[src/rtl/alpha_finder_iterative.sv]
// Alpha finder, multicycle version.
// Joins one numerator and one denominator beat, then produces
// alpha = clamp(floor(N*2^F/D) or round-half-up, 0, 2^W-1) using a restoring
// divider that retires one quotient bit per cycle.
module alpha_finder_iterative #(
  parameter int DATA_WIDTH     = 16,
  parameter int BLOCK_SIZE_LOG = 8,
  parameter int ALPHA_WIDTH    = 10,
  parameter int ALPHA_FRAC     = 9,
  parameter int ROUNDING       = 0
) (
  input  logic                                         clk,
  input  logic                                         rst,
  input  logic [2*DATA_WIDTH+2+BLOCK_SIZE_LOG-1:0]     alphan_data,
  input  logic                                         alphan_valid,
  output logic                                         alphan_ready,
  input  logic [2*DATA_WIDTH+2+BLOCK_SIZE_LOG-1:0]     alphad_data,
  input  logic                                         alphad_valid,
  output logic                                         alphad_ready,
  output logic [ALPHA_WIDTH-1:0]                       output_data,
  output logic                                         output_sat,
  output logic                                         output_dz,
  output logic                                         output_valid,
  input  logic                                         output_ready
);

  localparam int IN_WIDTH = 2*DATA_WIDTH + 2 + BLOCK_SIZE_LOG;
  localparam int RW       = IN_WIDTH + 1;                           // remainder / divisor width
  localparam int XW       = IN_WIDTH + ALPHA_FRAC;                  // scaled dividend width
  localparam int SW       = IN_WIDTH + ALPHA_WIDTH - ALPHA_FRAC + 1; // saturation compare width
  localparam int CW       = $clog2(ALPHA_WIDTH + 1);

  typedef enum logic [2:0] {
    IDLE  = 3'd0,
    CHECK = 3'd1,
    DIV   = 3'd2,
    ROUND = 3'd3,
    OUT   = 3'd4
  } state_t;

  state_t                 state;
  logic [IN_WIDTH-1:0]    n_reg;
  logic [IN_WIDTH-1:0]    d_reg;
  logic [RW-1:0]          rem;
  logic [RW-1:0]          d_mag;
  logic [ALPHA_WIDTH-1:0] xlow;
  logic [ALPHA_WIDTH-1:0] quot;
  logic [CW-1:0]          cnt;
  logic [ALPHA_WIDTH-1:0] res;
  logic                   res_sat;
  logic                   res_dz;

  logic                   accept;
  logic                   d_nonpos;
  logic                   n_nonpos;
  logic                   sat_hit;
  logic [XW-1:0]          x_full;
  logic [RW-1:0]          trial;
  logic                   trial_ge;
  logic [RW-1:0]          step_rem;
  logic                   round_up;

  // Both beats are taken on the same edge, only from IDLE and never during reset.
  assign accept       = (state == IDLE) & alphan_valid & alphad_valid & rst;
  assign alphan_ready = accept;
  assign alphad_ready = accept;

  // Sign checks, early saturation test and one restoring division step.
  always_comb begin
    d_nonpos = d_reg[IN_WIDTH-1] | (d_reg == {IN_WIDTH{1'b0}});
    n_nonpos = n_reg[IN_WIDTH-1] | (n_reg == {IN_WIDTH{1'b0}});
    // N >= D<<(W-F) means the quotient cannot fit in W bits.
    sat_hit  = SW'(n_reg) >= (SW'(d_reg) << (ALPHA_WIDTH - ALPHA_FRAC));
    x_full   = XW'(n_reg) << ALPHA_FRAC;
    // R < D < 2^(IN_WIDTH-1), so dropping the remainder MSB before the shift loses nothing.
    trial    = {rem[IN_WIDTH-1:0], xlow[ALPHA_WIDTH-1]};
    trial_ge = trial >= d_mag;
    if (trial_ge) begin
      step_rem = trial - d_mag;
    end else begin
      step_rem = trial;
    end
    round_up = {rem, 1'b0} >= {1'b0, d_mag};
  end

  // Control FSM with datapath and registered result outputs.
  always_ff @(posedge clk) begin
    if (!rst) begin
      state        <= IDLE;
      n_reg        <= {IN_WIDTH{1'b0}};
      d_reg        <= {IN_WIDTH{1'b0}};
      rem          <= {RW{1'b0}};
      d_mag        <= {RW{1'b0}};
      xlow         <= {ALPHA_WIDTH{1'b0}};
      quot         <= {ALPHA_WIDTH{1'b0}};
      cnt          <= {CW{1'b0}};
      res          <= {ALPHA_WIDTH{1'b0}};
      res_sat      <= 1'b0;
      res_dz       <= 1'b0;
      output_data  <= {ALPHA_WIDTH{1'b0}};
      output_sat   <= 1'b0;
      output_dz    <= 1'b0;
      output_valid <= 1'b0;
    end else begin
      case (state)
        IDLE: begin
          if (accept) begin
            n_reg <= alphan_data;
            d_reg <= alphad_data;
            state <= CHECK;
          end else begin
            state <= IDLE;
          end
        end
        CHECK: begin
          d_mag   <= {1'b0, d_reg};
          rem     <= RW'(x_full >> ALPHA_WIDTH);
          xlow    <= x_full[ALPHA_WIDTH-1:0];
          quot    <= {ALPHA_WIDTH{1'b0}};
          cnt     <= {CW{1'b0}};
          res     <= {ALPHA_WIDTH{1'b0}};
          res_sat <= 1'b0;
          res_dz  <= 1'b0;
          if (d_nonpos) begin
            res_dz <= 1'b1;
            state  <= OUT;
          end else if (n_nonpos) begin
            state  <= OUT;
          end else if (sat_hit) begin
            res     <= {ALPHA_WIDTH{1'b1}};
            res_sat <= 1'b1;
            state   <= OUT;
          end else begin
            state <= DIV;
          end
        end
        DIV: begin
          rem  <= step_rem;
          xlow <= xlow << 1;
          quot <= (quot << 1) | ALPHA_WIDTH'(trial_ge);
          cnt  <= cnt + CW'(1);
          if (cnt == CW'(ALPHA_WIDTH - 1)) begin
            res <= (quot << 1) | ALPHA_WIDTH'(trial_ge);
            if (ROUNDING != 0) begin
              state <= ROUND;
            end else begin
              state <= OUT;
            end
          end else begin
            state <= DIV;
          end
        end
        ROUND: begin
          if (round_up && (&quot)) begin
            res     <= {ALPHA_WIDTH{1'b1}};
            res_sat <= 1'b1;
          end else if (round_up) begin
            res <= quot + ALPHA_WIDTH'(1);
          end else begin
            res <= quot;
          end
          state <= OUT;
        end
        OUT: begin
          if (!output_valid) begin
            output_data  <= res;
            output_sat   <= res_sat;
            output_dz    <= res_dz;
            output_valid <= 1'b1;
          end else if (output_ready) begin
            output_data  <= {ALPHA_WIDTH{1'b0}};
            output_sat   <= 1'b0;
            output_dz    <= 1'b0;
            output_valid <= 1'b0;
            state        <= IDLE;
          end else begin
            state <= OUT;
          end
        end
        default: begin
          state <= IDLE;
        end
      endcase
    end
  end

endmodule
[config.mk]
export PLATFORM = sky130hd
export DESIGN_NAME = alpha_finder_iterative
export DESIGN_NICKNAME = d
export VERILOG_FILES = /design/src/rtl/alpha_finder_iterative.sv
export SDC_FILE = /design/constraint.sdc
export NUM_CORES = 1
export LEC_CHECK = 0
export CORE_ASPECT_RATIO = 1.75
export CORE_MARGIN = 4
export CORE_UTILIZATION = 41
export CTS_CLUSTER_DIAMETER = 100
export DETAILED_ROUTE_END_ITERATION = 10
export HOLD_SLACK_MARGIN = 0.03
export MAX_ROUTING_LAYER = met4
export PLACE_DENSITY_LB_ADDON = 0.1
export SETUP_SLACK_MARGIN = 0.15
export SKIP_CTS_REPAIR_TIMING = 1
export SYNTH_ARGS = -nofsm -noshare
export SYNTH_HDL_FRONTEND = slang
export SYNTH_SLANG_ARGS = --single-unit
[constraint.sdc]
create_clock -name clk -period 3.1 [get_ports clk]
set_input_delay 0.62 -clock clk [delete_from_list [all_inputs] [get_ports clk]]
set_output_delay 0.62 -clock clk [all_outputs]
set_load 0.02 [all_outputs]
* After elaboration in Yosys (flattened, before gate mapping)
Index checks and enable logic that the tools add are counted.
** Operators by class
- $add $sub $neg :: 3
- Order comparisons :: 3
- Eq/ne operators :: 9
- Mux-type cells :: 33
- Bitwise operators :: 6
- Reductions and logical operators :: 12
** Operator list (count)
- $pmux 43 s2 :: 1
- $logic_not 42->1 :: 2
- $mux 10 :: 8
- $ge 44x42->1 :: 1
- $ge 42x43->1 :: 1
- $ge 43x42->1 :: 1
- $mux 43 :: 1
- $sub 43x42->43 :: 1
- $pmux 10 s2 :: 2
- $pmux 10 s3 :: 1
- $mux 3 :: 6
- $pmux 3 s5 :: 1
- $mux 1 :: 11
- $add 10x1->10 const B :: 1
- $or 10x1->10 :: 1
- $reduce_and 10->1 :: 1
- $pmux 4 s2 :: 1
- $reduce_and 2->1 :: 4
- $eq 3x2->1 const B :: 2
- $ne 2x2->1 const B :: 3
- $add 4x1->4 const B :: 1
- $eq 4x4->1 const B :: 1
- $reduce_bool 2->1 :: 2
- $and 1x1->1 :: 3
- other kinds (8) :: 9
** Storage, ports and cells
- Register bits after elaboration :: 221
- Input port bits :: 89
- Output and inout port bits :: 15

* Depth between registers and ports, before layout
Gate-level depths: netlist of the first run.
- Depth after elaboration :: 6
- Gate-level depth with buffers :: 15
- Gate-level depth less buffers :: 12

* Worst setup path before layout of the first run
Ideal clock, no wire load.
- Path type :: reg2reg
- Start point :: reg d_mag[25]
- End point :: reg res[0]
- Library setup time :: 0.130 ns
- Data arrival time :: 2.560 ns
- Required time :: 2.970 ns
- Path slack :: 0.410 ns
- Cell stages (with the launch flop) :: 15
- Period minus slack after synthesis :: 2.690 ns
- Cell sequence :: dfxtp_1 inv_1 ha_1 buf_2 a21o_1 a21o_1 a221oi_2 o21ai_1 and4_1 buf_2 o2111ai_1 o211a_1 buf_6 and2_4 a311oi_2
** On the way
- Longest elaborated chain between the ends :: 4
- Elaborated cells between the ends (all ways) :: 8
** RTL lines
- start, declared :: RTL line 45 : logic [RW-1:0] d_mag;
- start signal, assigned :: RTL line 93 : d_mag <= {RW{1'b0}};
- start signal, assigned :: RTL line 116 : d_mag <= {1'b0, d_reg};
- $ge 44x42->1 / $ge 43x42->1 (equally long branches) :: RTL line 83, 77
- $mux 10, or another cell as far along :: RTL line 157 : end else if (round_up) begin
- $mux 10 (on tied branches) :: RTL line 154, 142
- $pmux 10 s3 * :: RTL line 105 : case (state)
- end signal, assigned :: RTL line 155 : res <= {ALPHA_WIDTH{1'b1}};
- end signal, assigned :: RTL line 158 : res <= quot + ALPHA_WIDTH'(1);
- end signal, assigned :: RTL line 160 : res <= quot;
- end, declared :: RTL line 49 : logic [ALPHA_WIDTH-1:0] res;
Mark *: on every way between the ends. The rest lies on a longest branch, timed or not. The select of a mux whose other input is x is not followed.
A chain may end at the register's enable or synchronous reset.

* Worst setup path in the final report of the first run
- Start point :: reg d_mag[7]
- End point :: reg rem[38]
** On the way
- Longest elaborated chain between the ends :: 3
- Elaborated cells between the ends (all ways) :: 4
** RTL lines
- $sub 43x42->43 / $ge 43x42->1 (equally long branches) :: RTL line 79, 77
- $mux 43 * :: RTL line 78 : if (trial_ge) begin
- $pmux 43 s2 * :: RTL line 105
- end signal, assigned :: RTL line 92 : rem <= {RW{1'b0}};
- end signal, assigned :: RTL line 117 : rem <= RW'(x_full >> ALPHA_WIDTH);
- end signal, assigned :: RTL line 138 : rem <= step_rem;
- end, declared :: RTL line 44 : logic [RW-1:0] rem;
Mark *: on every way between the ends. The rest lies on a longest branch, timed or not.

==> results.sh, run 1 <==
export IMPL_outcome="finished, final reports clean"
export IMPL_rows=84
export IMPL_antenna_cells=0
export IMPL_multi_input_area_um2=8010
export IMPL_synth_edff_count=0
export IMPL_reg2reg_from="d_mag[7]"
export IMPL_async_flop_share_pct=0
export IMPL_post_route_util_pct=52.2
export IMPL_cp_max_fo=3
export IMPL_fillers=3008
export IMPL_io_pins=104
export IMPL_maxCapViolations=0
export IMPL_post_route_period_util_pct=94.2
export IMPL_r2r_end="rem[38]"
export IMPL_cellLeakagePower_nw=6.12
export IMPL_ys_types=77
export IMPL_worstPathBufferInverterCount=2
export IMPL_cp_cell_sequence="inv_1 > ha_4 > a21o_1 > o21ba_2 > buf_4 > o41a_1 > o211ai_2 > a21oi_1 > o21a_1 > or3_4 > a221oi_2"
export IMPL_use_met2_pct=41.9
export IMPL_ir_worst_vdd_mv=0.800
export IMPL_period_needed_ns=2.92
export IMPL_clk_latency_ns=0.53
export IMPL_nets=2000
export IMPL_critPathLaunchType="flip-flop"
export IMPL_yosysSeqAreaShare_pct=33.6
export IMPL_holdPathEnd="d_mag[16]"
export IMPL_drc=0
export IMPL_post_drt_wl_per_cell_um=18.4
export IMPL_slowest_delay_ns=0.51
export IMPL_grt_ovfl_total=0
export IMPL_die_x_um=141
export IMPL_slew_violations=0
export IMPL_rsz0062_at_grt="true"
export IMPL_path_class="reg -> reg"
export IMPL_place_hpwl_um=30000
export IMPL_use_met1_pct=26.9
export IMPL_clock_path_buffers=3
export IMPL_grtUsageMet3_pct=2.31
export IMPL_worst_pin_slew_ns=0.871
export IMPL_endpoint_kind="flip-flop"
export IMPL_top_register="rem"
export IMPL_yosys_warnings=0
export IMPL_crit_slowest_cell="o41a_1"
export IMPL_drt_iter0_markers=824
export IMPL_ys_ff_latch=212
export IMPL_initial_core_util_pct=41.8
export IMPL_setup_tns_ns=0
export IMPL_seqCellArea_um2=4250
export IMPL_clk_pin_slew_worst_paths_ns=0.07
export IMPL_critical_path_top_delay_family="compound AO/OA/AOI/OAI gates"
export IMPL_clock_skew_ns=0.0206
export IMPL_most_common_layout_cells="439 x nand2_1, 219 x a21oi_1, 206 x dfxtp_1"
export IMPL_htreeDepth=1
export IMPL_clock_sinks=212
export IMPL_antenna_left=0
export IMPL_worst_r2r_cell_count=11
export IMPL_synthFlopType="dfxtp_1"
export IMPL_dieArea_um2=33700
export IMPL_reg2reg_setup_slack_ns=0.18
export IMPL_hold_viol=0
export IMPL_crit_required_ns=3.54
export IMPL_syn2layout_area_growth_pct=24.7
export IMPL_dr_total_vias=12457
export IMPL_coreArea_um2=30200
export IMPL_worstPathArrival_ns=3.36
export IMPL_cts_root_buf="clkbuf_16"
export IMPL_die_h_um=240
export IMPL_min_delay_path_depth=2
export IMPL_slew_headroom_pct=42.0
export IMPL_layout_commonest_cell="nand2_1"
export IMPL_powerDensity_nw_per_um2=770
export IMPL_grt_pass1_wl_um=63300
export IMPL_hp_start="d_mag[16]"
export IMPL_grt_max_degree=86
export IMPL_routed_via_density=5.60
export IMPL_largest_reg_flops=43
export IMPL_setup_viol_count_final=0
export IMPL_synth_nets=1889
export IMPL_hold_class="reg -> reg"
export IMPL_grt_usage_pct=23.6
export IMPL_syn_avg_cell_area_um2=7.36
export IMPL_cts_inserted_buffers=22
export IMPL_gp_congestion=0.970
export IMPL_drt_wl_total_um=40900
export IMPL_first_pass_iters=7
export IMPL_report_power_total_mw=12.1
export IMPL_antenna_found_initial=0
export IMPL_drive_above_1_share_pct=12.4
export IMPL_netlist_area_um2=12600
export IMPL_portBuffers=103
export IMPL_cts_tree="built"
export IMPL_grt_pass1_vias=12262
export IMPL_netlist_instances=1713
export IMPL_grt_busiest_layer="met2"
export IMPL_fmax_mhz=342
-- final cells by class --
class,count,share of cell area (%)
Sequential cell,212,27.0
Clock buffer,30,4.08
Inverter,101,2.44
Timing Repair Buffer,193,11.5
Tap cell,387,3.08
Clock inverter,8,0.939
Multi-Input combinational cell,1294,50.9
-- synthesized netlist by cell type, types with 7 or more instances --
cell | count | share of area (%)
nand2_1 | 444 | 13
a21oi_1 | 225 | 8.9
dfxtp_1 | 212 | 34
inv_1 | 101 | 3.0
ha_1 | 86 | 8.5
nor2_1 | 77 | 2.3
clkbuf_1 | 74 | 2.2
o21ai_0 | 49 | 1.9
nand3_1 | 41 | 1.6
xnor2_1 | 28 | 1.9
and3_1 | 24 | 1.2
a22oi_1 | 23 | 1.4
nand4_1 | 23 | 1.1
nor4_1 | 22 | 1.1
a21o_1 | 21 | 1.2
a311oi_1 | 17 | 1.2
mux2i_1 | 16 | 1.3
nor3_1 | 16 | 0.63
buf_2 | 14 | 0.56
buf_1 | 11 | 0.33
nor2b_1 | 11 | 0.55
o211ai_1 | 11 | 0.65
xor2_1 | 11 | 0.76
a221oi_1 | 10 | 0.69
a31oi_1 | 10 | 0.50
o21a_1 | 10 | 0.60
a211oi_1 | 8 | 0.48
and2_1 | 8 | 0.40
or3_1 | 8 | 0.40
nand2b_1 | 7 | 0.35
o211a_1 | 7 | 0.56
-- metal layers --
metal  up-vias  routed length, µm  share of wire (%)
li1       6165                  -                  -
met1      5860              16600                 41
met2       342              20900                 51
met3        90               1720                4.2
met4         0               1660                4.1
met5         -                  0                  0
-- how the worst max path moves through the flow --
| stage | endpoint | start | cells after the start | slack (ns) |
|---|---|---|---|---|
| 2_1_floorplan | res[0] | d_mag[25] | 14 | 0.41 |
| 3_3_place_gp | res[7] | d_mag[23] | 12 | 0.09 |
| 3_5_place_dp | rem[38] | d_mag[10] | 13 | 0.04 |
| 4_1_cts | rem[38] | d_mag[10] | 13 | 0.01 |
| 5_1_grt | rem[38] | d_mag[1] | 12 | 0.11 |
| 6_report | rem[38] | d_mag[7] | 11 | 0.18 |
-- worst reg2reg max path: cells and delay by family (launching register included) --
family	cells	cell delay (ns)
flip-flops	1	0.33
adder cells (fa/ha/maj)	1	0.22
buffers and inverters	2	0.21
AO/OA/AOI/OAI	7	1.71
AND/OR/NAND/NOR	1	0.36
-- report_power, final --
part	switching, mW	internal (mW)	leakage [nW]
combinational	3.57	2.62	4.03
clock	1.17	1.78	0.377
sequential	0.138	2.85	1.72
total	4.87	7.24	6.12
-- stage by stage --
step                hold WS, ns  cell area [µm²]  worst slack [ns]  std cells
global route              0.475            15700             0.112       2225
CTS                       0.456            15200            0.0107       2214
detailed placement        0.447            14400            0.0414       2176
global placement          0.444            14400            0.0950       2176
floorplan                 0.432            12600             0.410       1713
finish                    0.453            15700             0.179       2225
-- cell families (layout without fill, tap and decap cells) --
group | after synthesis | in the layout | share of synthesized area (%)
buffers and inverters | 207 | 332 | 6.58
adders and majority gates | 87 | 87 | 8.69
AOI/OAI and AO/OA | 453 | 453 | 22.8
and+or+nand+nor | 699 | 699 | 24.3
xor gates and xnor gates | 39 | 39 | 2.71
muxes | 16 | 16 | 1.27
DFF | 212 | 212 | 33.6
Note: power is estimated with default switching activity, not from simulation.
==> run 2, diff against run 1 <==
- CORE_MARGIN: 4 -> 2
==> results.sh, run 2 (synthesis results as in run 1) <==
export IMPL_layout_commonest_cell="nand2_1"
export IMPL_cellLeakagePower_nw=6.12
export IMPL_maxCapViolations=0
export IMPL_post_route_period_util_pct=93.8
export IMPL_p_int_mw=7.52
export IMPL_initial_core_util_pct=41.3
export IMPL_rsz0062_at_grt="true"
export IMPL_drt_wl_total_um=41000
export IMPL_dieArea_um2=32200
export IMPL_power_frac_seq_pct=23.8
export IMPL_grt_max_degree=86
export IMPL_clock_power_share_pct=22.3
export IMPL_nets=2000
export IMPL_crit_required_ns=3.54
export IMPL_coreArea_um2=30500
export IMPL_crit_start="d_mag[4]"
export IMPL_drive_above_1_share_pct=12.7
export IMPL_portBuffers=103
export IMPL_worstPathArrival_ns=3.34
export IMPL_worst_r2r_cell_count=11
export IMPL_syn2layout_area_growth_pct=25.1
export IMPL_clock_path_buffers=3
export IMPL_worst_pin_slew_ns=0.840
export IMPL_p_sw_share_pct=40.1
export IMPL_antenna_found_initial=0
export IMPL_p_switching_mw=5.03
export IMPL_r2r_end="rem[38]"
export IMPL_drt_iter0_markers=691
export IMPL_slew_violations=0
export IMPL_top_register="rem"
export IMPL_cp_max_fo=5
export IMPL_drc=0
export IMPL_routed_via_density=5.61
export IMPL_place_hpwl_um=30000
export IMPL_die_h_um=236
export IMPL_gp_congestion=0.976
export IMPL_period_needed_ns=2.91
export IMPL_worstSetupEndpoint="rem[38]"
export IMPL_slew_headroom_pct=43.8
export IMPL_hold_viol=0
export IMPL_grt_pass1_vias=12468
export IMPL_clk_latency_ns=0.53
export IMPL_path_class="reg -> reg"
export IMPL_die_x_um=137
export IMPL_post_drt_wl_per_cell_um=18.4
export IMPL_clock_sinks=212
export IMPL_htreeDepth=1
export IMPL_antenna_left=0
export IMPL_rows=85
export IMPL_hold_class="reg -> reg"
export IMPL_fmax_mhz=344
export IMPL_outcome="finished, final reports clean"
export IMPL_endpoint_kind="flip-flop"
export IMPL_cts_inserted_buffers=23
export IMPL_grt_usage_pct=25.7
export IMPL_most_common_layout_cells="441 x nand2_1, 216 x a21oi_1, 205 x dfxtp_1"
export IMPL_largest_reg_flops=43
export IMPL_clk_pin_slew_worst_paths_ns=0.06
export IMPL_setup_viol_count_final=0
export IMPL_dr_total_vias=12522
export IMPL_cts_tree="built"
export IMPL_critPathLaunchType="flip-flop"
export IMPL_grt_ovfl_total=0
export IMPL_first_pass_iters=5
export IMPL_ir_worst_vdd_mv=0.717
export IMPL_reg2reg_from="d_mag[4]"
export IMPL_pwr_share_comb_pct=53.9
export IMPL_cts_root_buf="clkbuf_16"
export IMPL_holdWs_ns=0.452
export IMPL_clock_skew_ns=0.00949
export IMPL_io_pins=104
export IMPL_setup_tns_ns=0
export IMPL_antenna_cells=0
export IMPL_fillers=3053
export IMPL_powerDensity_nw_per_um2=796
export IMPL_grt_pass1_wl_um=64400
export IMPL_reg2reg_setup_slack_ns=0.19
-- run 2: routing by layer --
| metal | share of wire (%) | vias up | track usage [%] |
|---|---|---|---|
| li1 | - | 6161 | - |
| met1 | 40 | 5895 | 29.4 |
| met2 | 50 | 335 | 44.0 |
| met3 | 4.0 | 131 | 2.49 |
| met4 | 5.8 | 0 | 12.7 |
| met5 | 0 | - | - |
-- run 2: worst min path at each step --
stage | end | slack (ns) | startpoint | depth (start not counted)
2_1_floorplan | res_sat | 0.43 | res_sat | 2
3_3_place_gp | d_mag[29] | 0.44 | d_mag[29] | 2
3_5_place_dp | d_mag[20] | 0.45 | d_mag[20] | 2
4_1_cts | d_mag[20] | 0.46 | d_mag[20] | 2
5_1_grt | d_mag[15] | 0.48 | d_mag[15] | 2
6_report | d_mag[19] | 0.45 | d_mag[19] | 2
-- run 2: per-stage QoR --
stage	cells	worst slack [ns]	power (mW)	util, %	cell area (µm²)
floorplan	1713	0.410	6.62	-	12600
global placement	2172	-0.00508	8.40	46.9	14300
detailed placement	2172	-0.00732	8.43	46.9	14300
CTS	2213	-0.0320	11.3	49.4	15100
global route	2231	0.0687	13.2	51.7	15800
finish	2231	0.194	12.6	51.7	15800
-- run 2: layout make-up --
| class | instances | area (µm²) | area share (%) |
|---|---|---|---|
| multi-input cells | 1294 | 8010 | 50.7 |
| clock buffers | 29 | 628 | 3.98 |
| flip-flops and latches | 212 | 4250 | 27.0 |
| inverters | 101 | 384 | 2.44 |
| repair buffers | 192 | 1890 | 12.0 |
| well taps | 391 | 489 | 3.10 |
| clock inverters | 12 | 123 | 0.777 |
-- run 2: power groups by stage --
| stage | registers, mW | clock network [mW] | logic [mW] |
|---|---|---|---|
| floorplan | 2.99 | 0 | 3.64 |
| global placement | 3.03 | 0 | 5.37 |
| detailed placement | 3.03 | 0 | 5.40 |
| CTS | 2.97 | 2.86 | 5.43 |
| global route | 3.00 | 2.96 | 7.23 |
| finish | 2.98 | 2.80 | 6.77 |
-- run 2: critical path, cell delays in order (launching register included) --
cell and delay, ns:
dfxtp_1 0.33, inv_1 0.06, ha_1 0.35, nand2_1 0.13, nor3_2 0.28, and4_1 0.27
a311oi_2 0.13, a21boi_2 0.19, or2_4 0.31, buf_12 0.15, or3_4 0.36, a221oi_2 0.24
==> RTL edit, RTL diff (config.mk and constraints of run 2) <==
Change the parameter `ROUNDING` from 0 to 1.
--- a/src/rtl/alpha_finder_iterative.sv
+++ b/src/rtl/alpha_finder_iterative.sv
@@ -8,5 +8,5 @@
   parameter int ALPHA_WIDTH    = 10,
   parameter int ALPHA_FRAC     = 9,
-  parameter int ROUNDING       = 0
+  parameter int ROUNDING       = 1
 ) (
   input  logic                                         clk,
Check against the original RTL: same outputs for any inputs over 10 cycles, from zero or initial values and one cycle with rst low; that may be too few to reach the edited logic, so the function may still have changed.
==> RTL edit against run 2 <==
Design area increased by 4.1%. Routed wire length rose by 18%. Sequential cell count unchanged. Worst setup slack worse by 0.12 ns. Sequential share of layout area decreased by 0.97 points. Maximum frequency down 4.1%. Worst hold slack improved by 0.0018 ns. Critical path depth up 1. Synthesized area down 1.0%. Combinational power is 31% lower. Total power down 17%. Critical path type unchanged. Largest cell class unchanged.
==> RTL edit: results (changes against run 2) <==
metric;value;unit;change
WL final;48.4;mm;+18%
mux cell area share after synthesis;0.00421;;-0.00849
CP endpoint;rem[21];;
global-route wire length before repair;71.8;mm;+11%
post-synthesis xor/xnor area fraction;0.0246;;-0.00253
routed wl met3;1.55;mm;-6.2%
DRT met1 WL;15.9;mm;-2.9%
met2 routed WL;26.2;mm;+27%
Cell Area, Placed;0.0145;sq mm;+1.5%
distinct cell type count after synthesis;74;;-3.9%
met3 Use GR;0.0291;;+0.00420
slowest cell on the critical path;or4_4;;
fill cell count;3032;;-0.69%
Synth area leaders;dfxtp_1 (34%), nand2_1 (15%), ha_1 (8.6%);;
vias in the first global route;13250;;+6.3%
largest net degree at the start of global routing;89;;+3.5%
Design Power;10.4;mW;-17%
total CTS buffers;22;;-4.3%
gr usage total;0.301;;+0.0441
gpl congestion;1.04;;+6.8%
sequential share of power;0.280;;+0.042
met2 Use GR;0.569;;+0.129
area of the multi-input gates;0.00818;sq mm;+2.1%
outcome;completed;;
drt initial violations;752;;+8.8%
Synth Net Count;1921;;+1.7%
clk_lat worst skew;0.55;ns;+0.02 ns
switch share;0.368;;-0.0329
Clk pwr share;0.270;;+0.047
DIE AREA;0.0319;sq mm;-0.99%
ClkCell Share;0.0452;;-0.00242
Non-CTS inverters;103;;+2.0%
CP peak stage delay;0.53;ns;+0.17 ns
launch point of the worst reg-to-reg path;rem[11];;
leakage;6.59;nW;+7.6%
Peak VDD IR;0.000506;V;-30%
maximum fanout along the worst path;13;;+8
Post-Synth Adder-Cell Area;0.0878;;+0.000888
M1 GR Usage;0.266;;-0.0281
Seq/Total Area, Yosys;0.340;;+0.00344
Repair and plain buffers;269;;+40%
RTL edit: changes by cell type in the layout (fill, tap and decap cells not counted), sizes merged, moves of 7 or more:
cell	before	now
a311oi	19	1
a22o	0	12
nor2	79	64
nand3	42	61
a22oi	23	8
a221oi	12	3
a31oi	10	47
buf	87	166
mux2i	16	3
o21bai	4	11
a21oi	225	214
nand2	444	498
and3	24	6
nand4	25	33
RTL edit: metrics by stage:
step | instances | TNS, ns | hold slack [ns] | setup slack (ns) | utilization
after detailed placement | 2255 | -0.554 | 0.447 | -0.0935 | 0.484
after global placement | 2255 | -0.727 | 0.444 | -0.113 | 0.484
after global routing | 2333 | 0 | 0.469 | 0.000718 | 0.546
final | 2333 | 0 | 0.454 | 0.0692 | 0.546
after CTS | 2294 | -1.80 | 0.456 | -0.151 | 0.509
after floorplan | 1745 | 0 | 0.436 | 0.346 | -
